===== src/rtl/lc3b_types.sv =====
// Shared LC-3b datapath types; fwd_tag_t is the per-stage producer tag
// carried alongside the pipeline for operand forwarding decisions.
package lc3b_types;

    typedef logic [2:0] lc3b_reg;

    typedef struct packed {
        logic    valid;
        lc3b_reg dest;
        logic    write;
        logic    is_load;
    } fwd_tag_t;

    localparam fwd_tag_t FWD_BUBBLE = '{valid: 1'b0, dest: '0, write: 1'b0, is_load: 1'b0};

endpackage


===== src/rtl/fwd_match.sv =====
// One consumer operand against every older producer stage; combinational,
// picks the youngest (lowest-index) matching stage, 0 means register file.
module fwd_match #(
    parameter int NUM_STAGES = 3,
    parameter int REG_W      = 3,
    parameter int SEL_W      = $clog2(NUM_STAGES)
)(
    input  logic                              consumer_vld_i,
    input  logic [REG_W-1:0]                  src_i,
    input  logic [NUM_STAGES-1:1]             prod_vld_i,
    input  logic [NUM_STAGES-1:1][REG_W-1:0]  prod_dest_i,
    output logic [SEL_W-1:0]                  sel_o
);

    // Walk oldest to youngest so the youngest hit is the last assignment.
    always_comb begin
        sel_o = '0;
        if (consumer_vld_i) begin
            for (int k = NUM_STAGES - 1; k >= 1; k--) begin
                if (prod_vld_i[k] && (prod_dest_i[k] == src_i)) begin
                    sel_o = SEL_W'(k);
                end
            end
        end
    end

endmodule


===== src/rtl/forward_unit_n.sv =====
// Forwarding/hazard unit: tracks producer tags after ID, selects EX operand
// sources combinationally and raises a one-advance load-use stall.
module forward_unit_n
    import lc3b_types::*;
#(
    parameter int NUM_SRC    = 2,
    parameter int NUM_STAGES = 3,
    parameter int REG_W      = 3,
    parameter int CNT_W      = 16,
    localparam int SEL_W     = $clog2(NUM_STAGES)
)(
    input  logic                            clk,
    input  logic                            rst_n,
    input  logic                            id_valid,
    input  logic [NUM_SRC-1:0][REG_W-1:0]   id_src,
    input  logic [NUM_SRC-1:0]              id_src_used,
    input  logic [REG_W-1:0]                id_dest,
    input  logic                            id_write,
    input  logic                            id_is_load,
    input  logic                            advance,
    input  logic                            flush,
    output logic [NUM_SRC-1:0][SEL_W-1:0]   fwd_sel,
    output logic                            stall,
    output logic [CNT_W-1:0]                stall_count
);

    fwd_tag_t                       tag_q  [NUM_STAGES];
    fwd_tag_t                       tag_d  [NUM_STAGES];
    logic [NUM_SRC-1:0][REG_W-1:0]  src_q  [NUM_STAGES];
    logic [NUM_SRC-1:0][REG_W-1:0]  src_d  [NUM_STAGES];
    logic [NUM_SRC-1:0]             used_q [NUM_STAGES];
    logic [NUM_SRC-1:0]             used_d [NUM_STAGES];
    logic [CNT_W-1:0]               cnt_q;
    logic [CNT_W-1:0]               cnt_d;

    logic                           ld_hit;
    logic                           id_take;

    always_comb begin
        ld_hit = 1'b0;
        for (int i = 0; i < NUM_SRC; i++) begin
            if (id_src_used[i] && (id_src[i] == REG_W'(tag_q[0].dest))) begin
                ld_hit = 1'b1;
            end
        end
        stall = id_valid && !flush && tag_q[0].valid && tag_q[0].write
                && tag_q[0].is_load && ld_hit;
    end

    assign id_take = id_valid && !stall && !flush;

    // A frozen pipeline holds every tag, so stall/flush cannot touch state.
    always_comb begin
        for (int k = 0; k < NUM_STAGES; k++) begin
            tag_d[k]  = tag_q[k];
            src_d[k]  = src_q[k];
            used_d[k] = used_q[k];
        end
        cnt_d = cnt_q;

        if (advance) begin
            for (int k = 1; k < NUM_STAGES; k++) begin
                tag_d[k]  = tag_q[k-1];
                src_d[k]  = src_q[k-1];
                used_d[k] = used_q[k-1];
            end
            if (id_take) begin
                tag_d[0]  = '{valid: 1'b1, dest: lc3b_reg'(id_dest),
                              write: id_write, is_load: id_is_load};
                src_d[0]  = id_src;
                used_d[0] = id_src_used;
            end else begin
                tag_d[0]  = FWD_BUBBLE;
                src_d[0]  = '0;
                used_d[0] = '0;
            end
            if (stall && (cnt_q != {CNT_W{1'b1}})) begin
                cnt_d = cnt_q + 1'b1;
            end
        end
    end

    always_ff @(posedge clk) begin
        if (!rst_n) begin
            for (int k = 0; k < NUM_STAGES; k++) begin
                tag_q[k]  <= FWD_BUBBLE;
                src_q[k]  <= '0;
                used_q[k] <= '0;
            end
            cnt_q <= '0;
        end else begin
            tag_q  <= tag_d;
            src_q  <= src_d;
            used_q <= used_d;
            cnt_q  <= cnt_d;
        end
    end

    assign stall_count = cnt_q;

    logic [NUM_STAGES-1:1]            prod_vld;
    logic [NUM_STAGES-1:1][REG_W-1:0] prod_dest;

    always_comb begin
        for (int k = 1; k < NUM_STAGES; k++) begin
            prod_vld[k]  = tag_q[k].valid && tag_q[k].write;
            prod_dest[k] = REG_W'(tag_q[k].dest);
        end
    end

    for (genvar i = 0; i < NUM_SRC; i++) begin : g_match
        fwd_match #(
            .NUM_STAGES (NUM_STAGES),
            .REG_W      (REG_W),
            .SEL_W      (SEL_W)
        ) u_match (
            .consumer_vld_i (tag_q[0].valid && used_q[0][i]),
            .src_i          (src_q[0][i]),
            .prod_vld_i     (prod_vld),
            .prod_dest_i    (prod_dest),
            .sel_o          (fwd_sel[i])
        );
    end

endmodule


===== config.mk =====
export PLATFORM = sky130hd
export DESIGN_NAME = forward_unit_n
export DESIGN_NICKNAME = d
export VERILOG_FILES = /design/src/rtl/lc3b_types.sv /design/src/rtl/fwd_match.sv /design/src/rtl/forward_unit_n.sv
export SDC_FILE = /design/constraint.sdc
export NUM_CORES = 1
export LEC_CHECK = 0
export ABC_AREA = 1
export CORE_ASPECT_RATIO = 0.6
export CORE_MARGIN = 10
export CORE_UTILIZATION = 48
export DETAILED_ROUTE_END_ITERATION = 12
export PLACE_DENSITY = 0.81
export SLEW_MARGIN = 10
export SYNTH_ARGS = -nofsm -noshare
export SYNTH_HDL_FRONTEND = slang
export SYNTH_HIERARCHICAL = 1
export SYNTH_SLANG_ARGS = --single-unit

===== constraint.sdc =====
create_clock -name clk -period 1.73 [get_ports clk]
set_clock_uncertainty 0.15 [all_clocks]
set_input_delay 0.519 -clock clk [delete_from_list [all_inputs] [get_ports clk]]
set_output_delay 0.519 -clock clk [all_outputs]
set_load 0.005 [all_outputs]

==> results of run 1 <==
-- logic make-up (layout without fill, tap and decap cells) --
| group | count (synthesis) | count (layout) | share of synthesized area (%) |
|---|---|---|---|
| AND/OR/NAND/NOR | 207 | 208 | 38.3 |
| flip-flops | 40 | 40 | 33.6 |
| XOR/XNOR | 7 | 7 | 2.57 |
| AO/OA/AOI/OAI | 62 | 62 | 14.0 |
| adder cells (fa/ha/maj) | 1 | 1 | 0.525 |
| buffers and inverters | 62 | 145 | 10.9 |
-- layout make-up --
type	instances	area share [%]
Multi-Input combinational cell	278	42.8
Sequential cell	40	23.9
Timing Repair Buffer	88	21.7
Inverter	49	5.80
Clock buffer	7	2.71
Tap cell	63	2.21
Clock inverter	1	0.843
-- path summary, 6_finish.rpt --
kind / from / to / slack [ps] / cells past startpoint
max: tag_q[14] / stall / -360 / 7
min reg2reg: stall_count[3] / stall_count[3] / 340 / 2
max reg2reg: tag_q[14] / stall_count[0] / -170 / 14
min: stall_count[3] / stall_count[3] / 340 / 2
-- tightest hold or removal path, stage by stage (launching register included) --
cell and delay [ps]:
dfxtp_2 350, o21ai_2 60, a21oi_1 50
-- power breakdown --
part	total, mW	internal (mW)	switching (mW)	leakage (nW)
clock	0.863	0.510	0.354	0.0645
combinational	0.255	0.104	0.151	1.18
sequential	0.961	0.934	0.0276	0.339
-- registers in the layout (all words and copies together) (netlist names) --
name         cells
prod_dest        6
src_q            6
stall_count     16
tag_q           10
used_q           2
-- repair_timing --
item / 4_1_cts / 5_1_grt
gates resized for setup: 115 / 57
cloned: 1 / 2
buffers inserted: 9 / 4
setup endpoints to repair: 51 / 35
pin swaps: 14 / 18
-- routing by layer --
layer / vias up / routed length [um]
li1: 1375 / -
met2: 250 / 4150
met5: - / 0
met1: 1385 / 3580
met3: 67 / 1300
met4: 0 / 441
-- placed cells by master (no fill, tap or decap), types with 2 or more instances in the layout --
master,count
nand2_1,86
dfxtp_4,7
nand2_4,5
nand2_2,18
o21ai_1,5
inv_1,34
dfxtp_2,20
nand3_1,34
inv_4,3
xor2_1,2
clkbuf_8,7
nand2_8,2
o21ai_4,2
xnor2_1,5
nor3_2,2
clkdlybuf4s50_1,7
inv_8,2
nor2_1,42
o21ai_2,8
nor2_2,5
inv_2,10
nand4_1,5
a21oi_1,29
buf_4,41
o21ai_0,12
buf_12,3
dlygate4sd2_1,20
buf_6,4
buf_2,10
nor2_4,4
a21oi_2,3
dfxtp_1,13
nand3_2,2
-- through the flow --
stage | cells | hold slack [ps]
6_report | 526 | 345
5_1_grt | 526 | 354
4_1_cts | 520 | 322
3_5_place_dp | 502 | 312
3_3_place_gp | 502 | 307
2_1_floorplan | 379 | 295
==> summary.md, run 1 <==
| Metric | Value |
|---|---|
| Worst slew pin tran | `577 ps` |
| Leakage | `1.59 nW` |
| Clock Latency Late Sink | `300 ps` |
| Rel. slew slack | `61.5%` |
| DRT antenna net count | `0` |
| Worst IR Drop VDD | `0.341 mV` |
| Critical-path maximum fanout | `3` |
| Largest net degree at the start of global routing | `29` |
| Asr flop ratio synth | `0%` |
| CP Data Required Time | `1060 ps` |
| Worst path buffer plus inverter count | `2` |
| Crit share post-route | `121%` |
| Core ar. | `0.00468 sq mm` |
| Peak Freq | `477 MHz` |
| CP Capture Type | `output port` |
| MaxCap Viol Count | `0` |
| Routed wire per std cell | `18.0 um` |
| CTS tree | `done` |
| Vias | `3077` |
| GRT Total Usage | `19.0%` |
| Leading area contributor after synthesis | `dfxtp_1` |
| Routability cong. | `0.931` |
| Total Wirelength | `9.48 mm` |
| Initial antenna violation count | `0` |
| DIE AREA | `0.00827 sq mm` |
| Crit Path Class | `reg -> out` |
| Area Overhead vs Synth | `49.6%` |
| Tmin final | `2090 ps` |
| Hold-fix buffer count after cts | `0` |
| H-tree depth | `2` |
| Synth Register Bits | `40` |
| Max Slew Vio Count | `0` |
| Vias/cell | `5.85` |
| Number of port buffers | `38` |
| FF/Latch Area | `852 sq um` |
| Slowest CP cell | `dfxtp_4` |
| Vias in the first global route | `2681` |
| Met2 Track Usage GR | `31.3%` |
| Site Rows | `19` |
| Main synth FF type | `dfxtp_1` |
| Post-synth top cells | `105 x nand2_1, 46 x nor2_1, 44 x inv_1, 40 x dfxtp_1, 36 x nand3_1` |
| Seq/Total Area, Yosys | `33.6%` |
| CTS Buffer Depth | `2` |
| Design Area, Final | `0.00356 sq mm` |
| Global route overflow | `0` |
| Mapped Cells | `379` |
| Fin worst setup slack | `-364 ps` |
| First-pass GRT wire length | `13.0 mm` |
| Initial Util | `50.8%` |
| Root Driver | `clkbuf_8` |
| GR Util met3 | `4.74%` |
| Synth area leaders | `dfxtp_1 34%, nand2_1 17%, nand3_1 7.6%` |
| Count of final hold-check violations | `0` |
| Pre-antenna DRT Iters | `8` |
| Top Family by Delay on Critical Path | `flip-flops` |
| Die Wd | `111 um` |
| Worst path cell trace | `buf_6, nand2_2, nand2_1, nor2_1, nand2_2, a21oi_4, buf_2` |
| Met1 Use GR | `25.0%` |
| Pre-CTS setup slack | `-1120 ps` |
| Final Util | `76.0%` |
| Clock slew at reported path FFs | `80 ps` |
| Layout cell share with drive strength beyond 1 | `36.1%` |
| Global route hottest layer | `met2` |
| Worst min path class | `reg -> reg` |
| Final setup fails | `35` |
| CTS Buf Count | `5` |
| Initial DRC Count | `442` |
| CP Launch Type | `flop` |
| RSZ-0062 raised after global routing | `yes` |
| Die Span Y | `74.6 um` |
| Post-synth net total | `398` |
| Ports | `39` |
| Post-Syn Area | `0.00238 sq mm` |
| Yosys cell types | `30` |
| Fillers | `319` |
| Design Power | `2.08 mW` |
| Final #Nets | `481` |
| Post-detail-place hpwl | `5.36 mm` |
| TNS Setup | `-4670 ps` |
| Power density over the cells | `584 mW/mm^2` |
| N_diodes | `0` |
| Multi-input gate area | `0.00153 sq mm` |
| CP arrival | `1430 ps` |
| Most common cell in the netlist | `nand2_1` |
| CTS sink count | `40` |
| Syn Area/Cell | `6.28 sq um` |
| Crit-path most repeated cell | `nand2_2` |
| Worst path max stage delay | `370 ps` |
| Post-synth EDFFs | `0` |
| Status | `complete, but fails checks` |
| Share of the synthesized area in the top cell type | `33.6%` |
| Placed Area | `0.00307 sq mm` |
| Violated checks | `setup timing` |
| DRC violations left | `0` |
| Ys Warns | `6` |
Note: power is estimated with default switching activity, not from simulation.
==> run 2: changes to the inputs <==
--- a/config.mk
+++ b/config.mk
@@ -6,7 +6,6 @@
 export NUM_CORES = 1
 export LEC_CHECK = 0
 export ABC_AREA = 1
-export CORE_ASPECT_RATIO = 0.6
 export CORE_MARGIN = 10
 export CORE_UTILIZATION = 48
 export DETAILED_ROUTE_END_ITERATION = 12
==> summary.md, run 2 (same netlist as run 1, synthesis figures left out) <==
| Metric | Value |
|---|---|
| Vias/cell | `5.12 (-12%)` |
| M1 WL | `3.04 mm (-15%)` |
| Final #Nets | `479 (-0.42%)` |
| Global route overflow | `0 (unchanged)` |
| CP arrival | `1360 ps (-70 ps)` |
| Peak Freq | `492 MHz (+3.0%)` |
| Status | `complete, but fails checks` |
| CTS sink count | `40 (unchanged)` |
| Min-delay src | `used_q[5]` |
| Max reg flops | `16 (unchanged)` |
| Pre-antenna DRT Iters | `4 (-4)` |
| FF-to-FF End | `stall_count[1]` |
| Top sig layer | `met4` |
| Total Wirelength | `7.25 mm (-24%)` |
| Met3 WL | `489 um (-62%)` |
| CP Launch Type | `flop` |
| Design Area, Final | `0.00332 sq mm (-6.8%)` |
| Initial DRC Count | `192 (-57%)` |
| Vias in the first global route | `2591 (-3.4%)` |
| DIE AREA | `0.00818 sq mm (-1.1%)` |
| Die Wd | `90.4 um (-18%)` |
| Layout cell share with drive strength beyond 1 | `30.8% (-5.3 points)` |
| Site Rows | `25 (+6)` |
| CP Data Required Time | `1060 ps (about the same)` |
| Violated checks | `setup timing` |
| Final hold slack | `320 ps (-24.8 ps)` |
| Routed wire per std cell | `13.7 um (-24%)` |
| Routability cong. | `0.935 (+0.44%)` |
| Design Power | `1.83 mW (-12%)` |
| H-tree depth | `2 (unchanged)` |
| Clock slew at reported path FFs | `70 ps (about the same)` |
| Most frequent cells in the layout | `96 x nand2_1, 46 x buf_4, 41 x nor2_1` |
| Hold path depth | `2 (unchanged)` |
| N_diodes | `0 (unchanged)` |
| Root Driver | `clkbuf_8` |
| Number of port buffers | `38 (unchanged)` |
| DRC violations left | `0 (unchanged)` |
| Ports | `39 (unchanged)` |
| RSZ-0062 raised after global routing | `yes` |
| First-pass GRT wire length | `11.9 mm (-8.1%)` |
| CTS Buffer Depth | `2 (unchanged)` |
| Largest net degree at the start of global routing | `29 (unchanged)` |
| Reg2Reg Launch Point | `stall_count[1]` |
| Leakage | `1.51 nW (-4.5%)` |
| MaxCap Viol Count | `0 (unchanged)` |
| Placed Area | `0.00309 sq mm (+0.73%)` |
| Worst R2R Setup Slack | `80 ps (+250 ps)` |
| Worst min path class | `reg -> reg` |
| Initial antenna violation count | `0 (unchanged)` |
| DRT antenna net count | `0 (unchanged)` |
| Crit Path Class | `reg -> out` |
| Hold-fix buffer count after cts | `0 (unchanged)` |
| Tmin final | `2030 ps (-61.4 ps)` |
| Post-detail-place hpwl | `4.99 mm (-6.8%)` |
| R2R depth | `10 (-4)` |
| Fin worst setup slack | `-303 ps (+61.4 ps)` |
| Routed met2 length | `3.54 mm (-15%)` |
| Worst slew pin tran | `534 ps (-42.9 ps)` |
| CTS tree | `done` |
| GRT Total Usage | `17.1% (-2.0 points)` |
| Worst IR Drop VDD | `0.494 mV (+45%)` |
| Max Slew Vio Count | `0 (unchanged)` |
| CP Capture Type | `output port` |
| Initial Util | `50.1% (-0.76 points)` |
| Vias | `2703 (-12%)` |
| Final setup fails | `5 (-86%)` |
| Worst min-delay path endpoint | `used_q[5]` |
| CTS Buf Count | `5 (unchanged)` |
| Clock Latency Late Sink | `310 ps (about the same)` |
| Power density over the cells | `553 mW/mm^2 (-5.4%)` |
| Count of final hold-check violations | `0 (unchanged)` |
| Core ar. | `0.00475 sq mm (+1.5%)` |
| Crit share post-route | `118% (-3.5 points)` |
| Area Overhead vs Synth | `39.4%` |
| Most common cell after layout, fill and taps aside | `nand2_1` |
| Rel. slew slack | `64.3% (+2.9 points)` |
| Die Span Y | `90.4 um (+21%)` |
| Critical-path maximum fanout | `4 (+1)` |
run 2: cell types whose count changed in the layout (fill, tap and decap cells not counted), sizes merged:
cell,change
bufinv,-1
clkbuf,+1
clkdlybuf4s15,-1
clkdlybuf4s50,-1
dlygate4sd2,-1
dlymetal6s2s,+1
run 2: final cells by class:
type / instances / area, sq um
clock buffers: 8 / 90.1
fillers: 404 / 1440
inverters: 49 / 201
multi-input cells: 278 / 1420
flip-flops and latches: 40 / 848
well taps: 67 / 83.8
repair buffers: 86 / 678
run 2: what timing repair did:
| action | 4_1_cts | 5_1_grt |
|---|---|---|
| endpoints found under the setup margin | 51 | 35 |
| resized for setup | 99 | 37 |
| gates cloned | 0 | 1 |
| buffers inserted | 6 | 3 |
| pin swaps | 14 | 8 |
run 2: how the worst max path moves through the flow:
stage | startpoint | endpoint | slack, ps | cells past startpoint
floorplan | id_src[1] | stall | -80 | 7
global placement | id_src[0] | stall | -1120 | 8
detailed placement | id_src[0] | stall | -1160 | 8
CTS | tag_q[16] | stall | -300 | 7
global route | tag_q[16] | stall | -350 | 7
finish | tag_q[16] | stall | -300 | 7
run 2: worst max-delay path, stage by stage, from the launching register on:
cell and delay, ps:
dfxtp_4 390, inv_4 50, nand2_2 50, nand2_1 50, nor2_2 110, nand2_2 90, a21oi_4 190, buf_2 140
run 2: where the power goes:
| group | switching [mW] | leakage (nW) | internal, mW |
|---|---|---|---|
| sequential | 0.0227 | 0.338 | 0.936 |
| clock | 0.335 | 0.0455 | 0.326 |
| combinational | 0.121 | 1.13 | 0.0939 |
run 2: routing by layer:
layer,global-route usage (%),vias to the layer above
met4,6.63,0
met5,0,-
met2,28.5,84
li1,-,1365
met3,4.99,16
met1,20.1,1238
run 2: stage by stage:
step	setup slack [ps]	util [%]	TNS, ps	instances
after floorplan	-81.2	-	-81.2	379
after global placement	-1120	65.0	-18700	510
after detailed placement	-1160	65.0	-20510	510
after CTS	-297	67.6	-1040	524
after global routing	-348	69.8	-1550	528
final	-303	69.8	-1050	528
==> run 3: changes to the inputs <==
--- a/config.mk
+++ b/config.mk
@@ -6,6 +6,7 @@
 export NUM_CORES = 1
 export LEC_CHECK = 0
 export ABC_AREA = 1
+export ABC_CLOCK_PERIOD_IN_PS = 1730
 export CORE_MARGIN = 10
 export CORE_UTILIZATION = 48
 export DETAILED_ROUTE_END_ITERATION = 12
==> results of run 3 <==
Same layout as run 2: the final DEF is identical, and so are final timing and power.
==> RTL edit 1: new RTL, config.mk and constraints of run 3 <==
Register the output `stall_count` once more; this adds one clock of latency there. The other outputs are not delayed to match.
--- a/src/rtl/forward_unit_n.sv
+++ b/src/rtl/forward_unit_n.sv
@@ -97,5 +97,7 @@
     end
 
-    assign stall_count = cnt_q;
+    always_ff @(posedge clk) begin
+        stall_count <= cnt_q;
+    end
 
     logic [NUM_STAGES-1:1]            prod_vld;
Function: changed (Yosys sat finds a counterexample within 4 cycles, from zero or initial values and one cycle with rst_n low).
==> RTL edit 1 against run 3 <==
  * The flow still finishes with violations (negative setup slack)
  * Total power grew 25%
  * Non-clock buffer count grew 2
  * Synthesized cell count grew 4.5%
  * Count of clock-buffer cells in the layout shrank 2
  * Die area grew 8.9%
  * Clock power grew 8.2%
  * Cell area grew 9.8%
  * Sequential cell count grew 16
  * Routed wire length grew 6.8%
  * Worst setup slack lost 0.044 ns
  * Synthesized area grew 11%
  * Largest cell class unchanged
==> RTL edit 1: results (changes against run 3) <==
| Metric | Value |
|---|---|
| Status | finished, violations left |
| Violated checks | negative setup slack |
| Clock root cell | clkbuf_8 |
| CTS H-Tree Depth | 2 (unchanged) |
| Fill cells | 439 (+8.7%) |
| Largest cells by area after synthesis | dfxtp_1 42%, nand2_1 15%, inv_1 6.9% |
| LEAKAGE | 1.63 nW (+7.8%) |
| Total CTS buffers | 5 (unchanged) |
| First-pass GRT wire length | 12400 um (+4.0%) |
| Adder-cell share of the synthesized area | 0.00471 (-0.000540) |
| PnR worst setup slack | -0.347 ns (-0.0441 ns) |
| 1st-pass router iterations | 5 (+1) |
| Ant diodes | 0 (unchanged) |
| Reg2reg start | tag_q[14]$_SDFFE_PN0P_ |
| Vias in the first global route | 2731 (+5.4%) |
| Multiplexer share of the synthesized area | 0 (unchanged) |
| Min-Delay Path Class | flop to flop |
| Via total after detailed routing | 2880 (+6.5%) |
| Commonest cells post-synth | 105 x nand2_1, 56 x dfxtp_1, 49 x inv_1, 48 x nor2_1, 35 x nand3_1 |
| Hold Crit Start | cnt_q[15]$_SDFFE_PN0P_ |
| Cells after DPL | 529 (+3.7%) |
| Critical Path AT | 1.41 ns (+0.05 ns) |
| Clock transition at the registers of the reported paths | 0.10 ns (+0.03 ns) |
| Pre-CTS setup slack | -1.14 ns (+0.0145 ns) |
| Number of port buffers | 38 (unchanged) |
| Max Root-Sink Buffers | 2 (unchanged) |
| Worst-Skew Late Latency | 0.31 ns (about the same) |
| Hold depth | 0 (-2) |
| Routability cong. | 0.892 (-4.6%) |
| Via density | 5.23 (+2.1%) |
| Post-Synth XOR/XNOR Area | 0.0264 (+0.000654) |
| Worst Tran Pin Value | 0.562 ns (+0.0275 ns) |
| Final HPWL DP | 4950 um (-0.83%) |
| Number of distinct library cells after synthesis | 27 (-10%) |
| Post-synth ARST share | 0 (unchanged) |
| Largest registers | cnt_q x16, stall_count x16, tag_q x10 |
| Crit path launch type | flop |
| R2r setup slk | -0.02 ns (-0.10 ns) |
| Synth warn | 6 (unchanged) |
| Largest net degree at the start of global routing | 29 (unchanged) |
| Synth Area in Compound Gates | 0.118 (-0.0220) |
| Setup violators final | 8 (+3) |
| Final #Nets | 497 (+3.8%) |
| Maximum fanout along the worst path | 3 (-1) |
| Net count after synthesis | 415 (+4.3%) |
| Tot GR Track Use | 0.169 (-0.00192) |
| Worst R2R Path Depth | 11 (+1) |
| Reg2reg end | cnt_q[13]$_SDFFE_PN0P_ |
| VDD IR max | 0.402 mV (-19%) |
| Syn Inst Count | 396 (+4.5%) |
| DR WL/cell | 14.0 um (+2.3%) |
| Post-synth top flop | dfxtp_1 |
| Layout cells sized above 1 | 0.282 (-0.0262) |
| Register area share after synthesis | 0.422 (+0.0861) |
| Hold EP | stall_count[15]$_DFF_P_ |
| DR iter-0 viols | 277 (+44%) |
| Initial antenna violation count | 0 (unchanged) |
==> RTL edit 1: cell types whose count changed in the layout (fill, tap and decap cells not counted), sizes merged, moves of 2 or more <==
cell and change:
buf +3, clkbuf -2, dfxtp +16, inv +4, nand2 -3, nand3 -2
==> RTL edit 1: where the power goes <==
part	switching, mW	internal, mW	total, mW
registers	0.0224	1.31	1.33
clock network	0.426	0.289	0.715
logic	0.137	0.102	0.240
total	0.586	1.70	2.29
==> RTL edit 1: worst max-delay path by stage <==
stage	to	depth (start not counted)	slack, ns
after floorplan	stall	7	-0.08
after global placement	stall	8	-1.13
after detailed placement	stall	8	-1.14
after CTS	stall	7	-0.29
after global routing	stall	7	-0.41
final	stall	7	-0.35
==> RTL edit 1: area by class of cell <==
cell class / instances / area [sq um] / share of cell area
well taps: 72 / 90.1 / 0.0247
inverters: 53 / 216 / 0.0594
repair buffers: 88 / 712 / 0.195
clock buffers: 6 / 72.6 / 0.0199
clock inverters: 2 / 16.3 / 0.00446
flip-flops and latches: 56 / 1140 / 0.312
multi-input cells: 274 / 1400 / 0.384
==> RTL edit 1: critical path, cell delays in order, from the launching register on <==
cell	delay (ns)
dfxtp_2	0.35
buf_4	0.13
nand2_1	0.06
nand2_1	0.07
nor2_2	0.11
nand2_2	0.10
a21oi_4	0.13
buf_2	0.15
==> RTL edit 1: per-stage QoR <==
stage          hold slack, ns  TNS, ns  area, sq um   util
2_1_floorplan           0.209  -0.0811         2690      -
3_3_place_gp            0.219   -20.55         3350  0.616
3_5_place_dp            0.228   -21.83         3350  0.616
4_1_cts                 0.242    -1.23         3510  0.646
5_1_grt                 0.270    -2.75         3640  0.670
6_report                0.258    -1.35         3640  0.670
==> RTL edit 1: per-layer routing <==
metal  routed length (um)  GRT usage  vias to the layer above
met3                  651     0.0373                       17
met4                  173     0.0519                        0
met5                    0          0                        -
met1                 3270      0.213                     1313
met2                 3640      0.280                      139
li1                     -          -                     1411
==> RTL edit 1: timing repair <==
action / in CTS / in global routing
setup endpoints to repair: 51 / 35
buffers inserted: 11 / 5
pin swaps: 17 / 8
gates resized for setup: 100 / 45
cloned: 1 / 0
==> RTL edit 1: cells by family after synthesis <==
family / Yosys count
AOI/OAI and AO/OA: 61
DFF: 56
buffers and inverters: 66
and+or+nand+nor: 204
adders and majority gates: 1
xor gates and xnor gates: 8
==> RTL edit 2: new RTL, config.mk and constraints of run 3 <==
Made on the original files. `NUM_STAGES` is set to 3 in 2 places; all go to 2.
--- a/src/rtl/fwd_match.sv
+++ b/src/rtl/fwd_match.sv
@@ -2,5 +2,5 @@
 // picks the youngest (lowest-index) matching stage, 0 means register file.
 module fwd_match #(
-    parameter int NUM_STAGES = 3,
+    parameter int NUM_STAGES = 2,
     parameter int REG_W      = 3,
     parameter int SEL_W      = $clog2(NUM_STAGES)
--- a/src/rtl/forward_unit_n.sv
+++ b/src/rtl/forward_unit_n.sv
@@ -5,5 +5,5 @@
 #(
     parameter int NUM_SRC    = 2,
-    parameter int NUM_STAGES = 3,
+    parameter int NUM_STAGES = 2,
     parameter int REG_W      = 3,
     parameter int CNT_W      = 16,
Interface: changed (resized fwd_sel); port bits go from 39 to 37. No check against the original RTL was run, so the function may have changed too.
==> RTL edit 2 against run 3 <==
  * The run ends with design-rule violations, negative setup slack left
  * Die area shrank 12%
  * Combinational power shrank 3%
  * Maximum frequency shrank 2.4%
  * Synthesized cell count shrank 16%
  * Routed wire length grew 1.1%
  * Critical path depth shrank 1
  * Count of clock-buffer cells in the layout shrank 3
  * Via count shrank 5.6%
  * Cell area shrank 6.8%
  * Worst setup slack lost 0.049 ns
  * Total power shrank 11%
  * Sequential cell count shrank 5
  * Synthesized area shrank 15%
  * Critical path type is now input port to primary output
  * Largest cell class unchanged
  * Largest power group unchanged
==> RTL edit 2: results (changes against run 3) <==
| Metric | Value |
|---|---|
| Status | finished, violations left |
| Violated checks | design-rule violations, negative setup slack |
| Routed Antenna Nets | 0 (unchanged) |
| Net count after synthesis | 336 (-16%) |
| Slowest-stage cell, CP | clkdlybuf4s15_1 |
| Min-Delay Path Class | flop to flop |
| Clock transition at the registers of the reported paths | 0.07 ns (about the same) |
| Via density | 5.66 (+10%) |
| Layout cells sized above 1 | 0.364 (+0.0561) |
| 1st-pass router iterations | 9 (+5) |
| Max Root-Sink Buffers | 2 (unchanged) |
| Number of distinct library cells after synthesis | 26 (-13%) |
| Total CTS buffers | 5 (unchanged) |
| Setup TNS | -0.632 ns (+0.418 ns) |
| Routability cong. | 0.915 (-2.1%) |
| DR WL/cell | 16.2 um (+18%) |
| Ant diodes | 0 (unchanged) |
| Final hold slack | 0.325 ns (+0.00540 ns) |
| Final #Nets | 419 (-13%) |
| DR iter-0 viols | 377 (+96%) |
| PnR worst setup slack | -0.352 ns (-0.0491 ns) |
| CP max stage delay | 0.26 ns (-0.13 ns) |
| Initial antenna violation count | 0 (unchanged) |
| Pre-CTS setup slack | -1.12 ns (+0.0405 ns) |
| Commonest cells post-synth | 87 x nand2_1, 36 x nand3_1, 35 x dfxtp_1, 33 x inv_1, 31 x a21oi_1 |
| Maximum fanout along the worst path | 2 (-2) |
| Tot GR Track Use | 0.161 (-0.00949) |
| Worst Tran Pin Value | 0.550 ns (+0.0152 ns) |
| Critical Path AT | 1.41 ns (+0.05 ns) |
| Setup violators final | 8 (+3) |
| LEAKAGE | 1.32 nW (-13%) |
| VDD IR max | 0.478 mV (-3.1%) |
| Number of port buffers | 36 (-5.3%) |
| Register area share after synthesis | 0.348 (+0.0113) |
| R2r setup slk | -0.02 ns (-0.10 ns) |
| DRC viols | 2 (+2) |
| Final HPWL DP | 4150 um (-17%) |
| First-pass GRT wire length | 9830 um (-17%) |
| Fill cells | 265 (-34%) |
| Clock root cell | clkbuf_8 |
| Vias in the first global route | 2191 (-15%) |
| Post-synth ARST share | 0 (unchanged) |
| Max reg flops | 16 (unchanged) |
| Synth warn | 6 (unchanged) |
| Largest net degree at the start of global routing | 29 (unchanged) |
| Largest cells by area after synthesis | dfxtp_1 35%, nand2_1 16%, nand3_1 8.9% |
| Worst-Skew Late Latency | 0.30 ns |
| CTS H-Tree Depth | 2 (unchanged) |
[RTL edit 2: repair_timing]
item,CTS,global route
gates resized for setup,93,56
endpoints found under the setup margin,49,34
pin swaps,10,13
buffers inserted,11,8
cloned,0,3
[RTL edit 2: cell type report]
| class | count | area [sq um] | share of cell area |
|---|---|---|---|
| clock inverter | 3 | 15.0 | 0.00485 |
| inverter | 38 | 160 | 0.0518 |
| tap | 50 | 62.6 | 0.0202 |
| sequential | 35 | 743 | 0.240 |
| clock buffer | 5 | 68.8 | 0.0222 |
| multi-input combinational | 234 | 1310 | 0.423 |
| timing repair buffer | 86 | 736 | 0.238 |
[RTL edit 2: report_power, final]
part	internal [mW]	total [mW]	switching, mW
combinational	0.0939	0.209	0.115
clock	0.275	0.593	0.317
sequential	0.810	0.825	0.0148
total	1.18	1.63	0.447
[RTL edit 2: logic make-up after synthesis]
group | share of synthesized area
buffers and inverters | 0.104
AND/OR/NAND/NOR | 0.363
AO/OA/AOI/OAI | 0.149
adder cells (fa/ha/maj) | 0.00621
XOR/XNOR | 0.0304
flip-flops | 0.348
[RTL edit 2: stage by stage]
| stage | area (sq um) | std cells |
|---|---|---|
| after global routing | 3090 | 451 |
| after floorplan | 2040 | 317 |
| final | 3090 | 451 |
| after CTS | 2840 | 444 |
| after global placement | 2670 | 425 |
| after detailed placement | 2670 | 425 |
[RTL edit 2: routing by layer]
metal,GRT usage,routed length (um),vias to the layer above
met2,0.283,3620,164
met4,0.0569,263,0
li1,-,-,1183
met1,0.186,2790,1170
met3,0.0367,655,34
met5,0,0,-
[RTL edit 2: final timing paths]
check / endpoint / startpoint / depth (start not counted)
max: stall / id_src_used[0] / 6
min: used_q[3]$_SDFFE_PN0P_ / used_q[3]$_SDFFE_PN0P_ / 2
max reg2reg: stall_count[3]$_SDFFE_PN0P_ / tag_q[8]$_SDFFE_PN0P_ / 11
min reg2reg: used_q[3]$_SDFFE_PN0P_ / used_q[3]$_SDFFE_PN0P_ / 2
[RTL edit 2: worst max-delay path: cells and delay by family]
family | cells | cell delay [ns]
AOI/OAI and AO/OA | 1 | 0.19
and+or+nand+nor | 3 | 0.31
buffers and inverters | 2 | 0.40
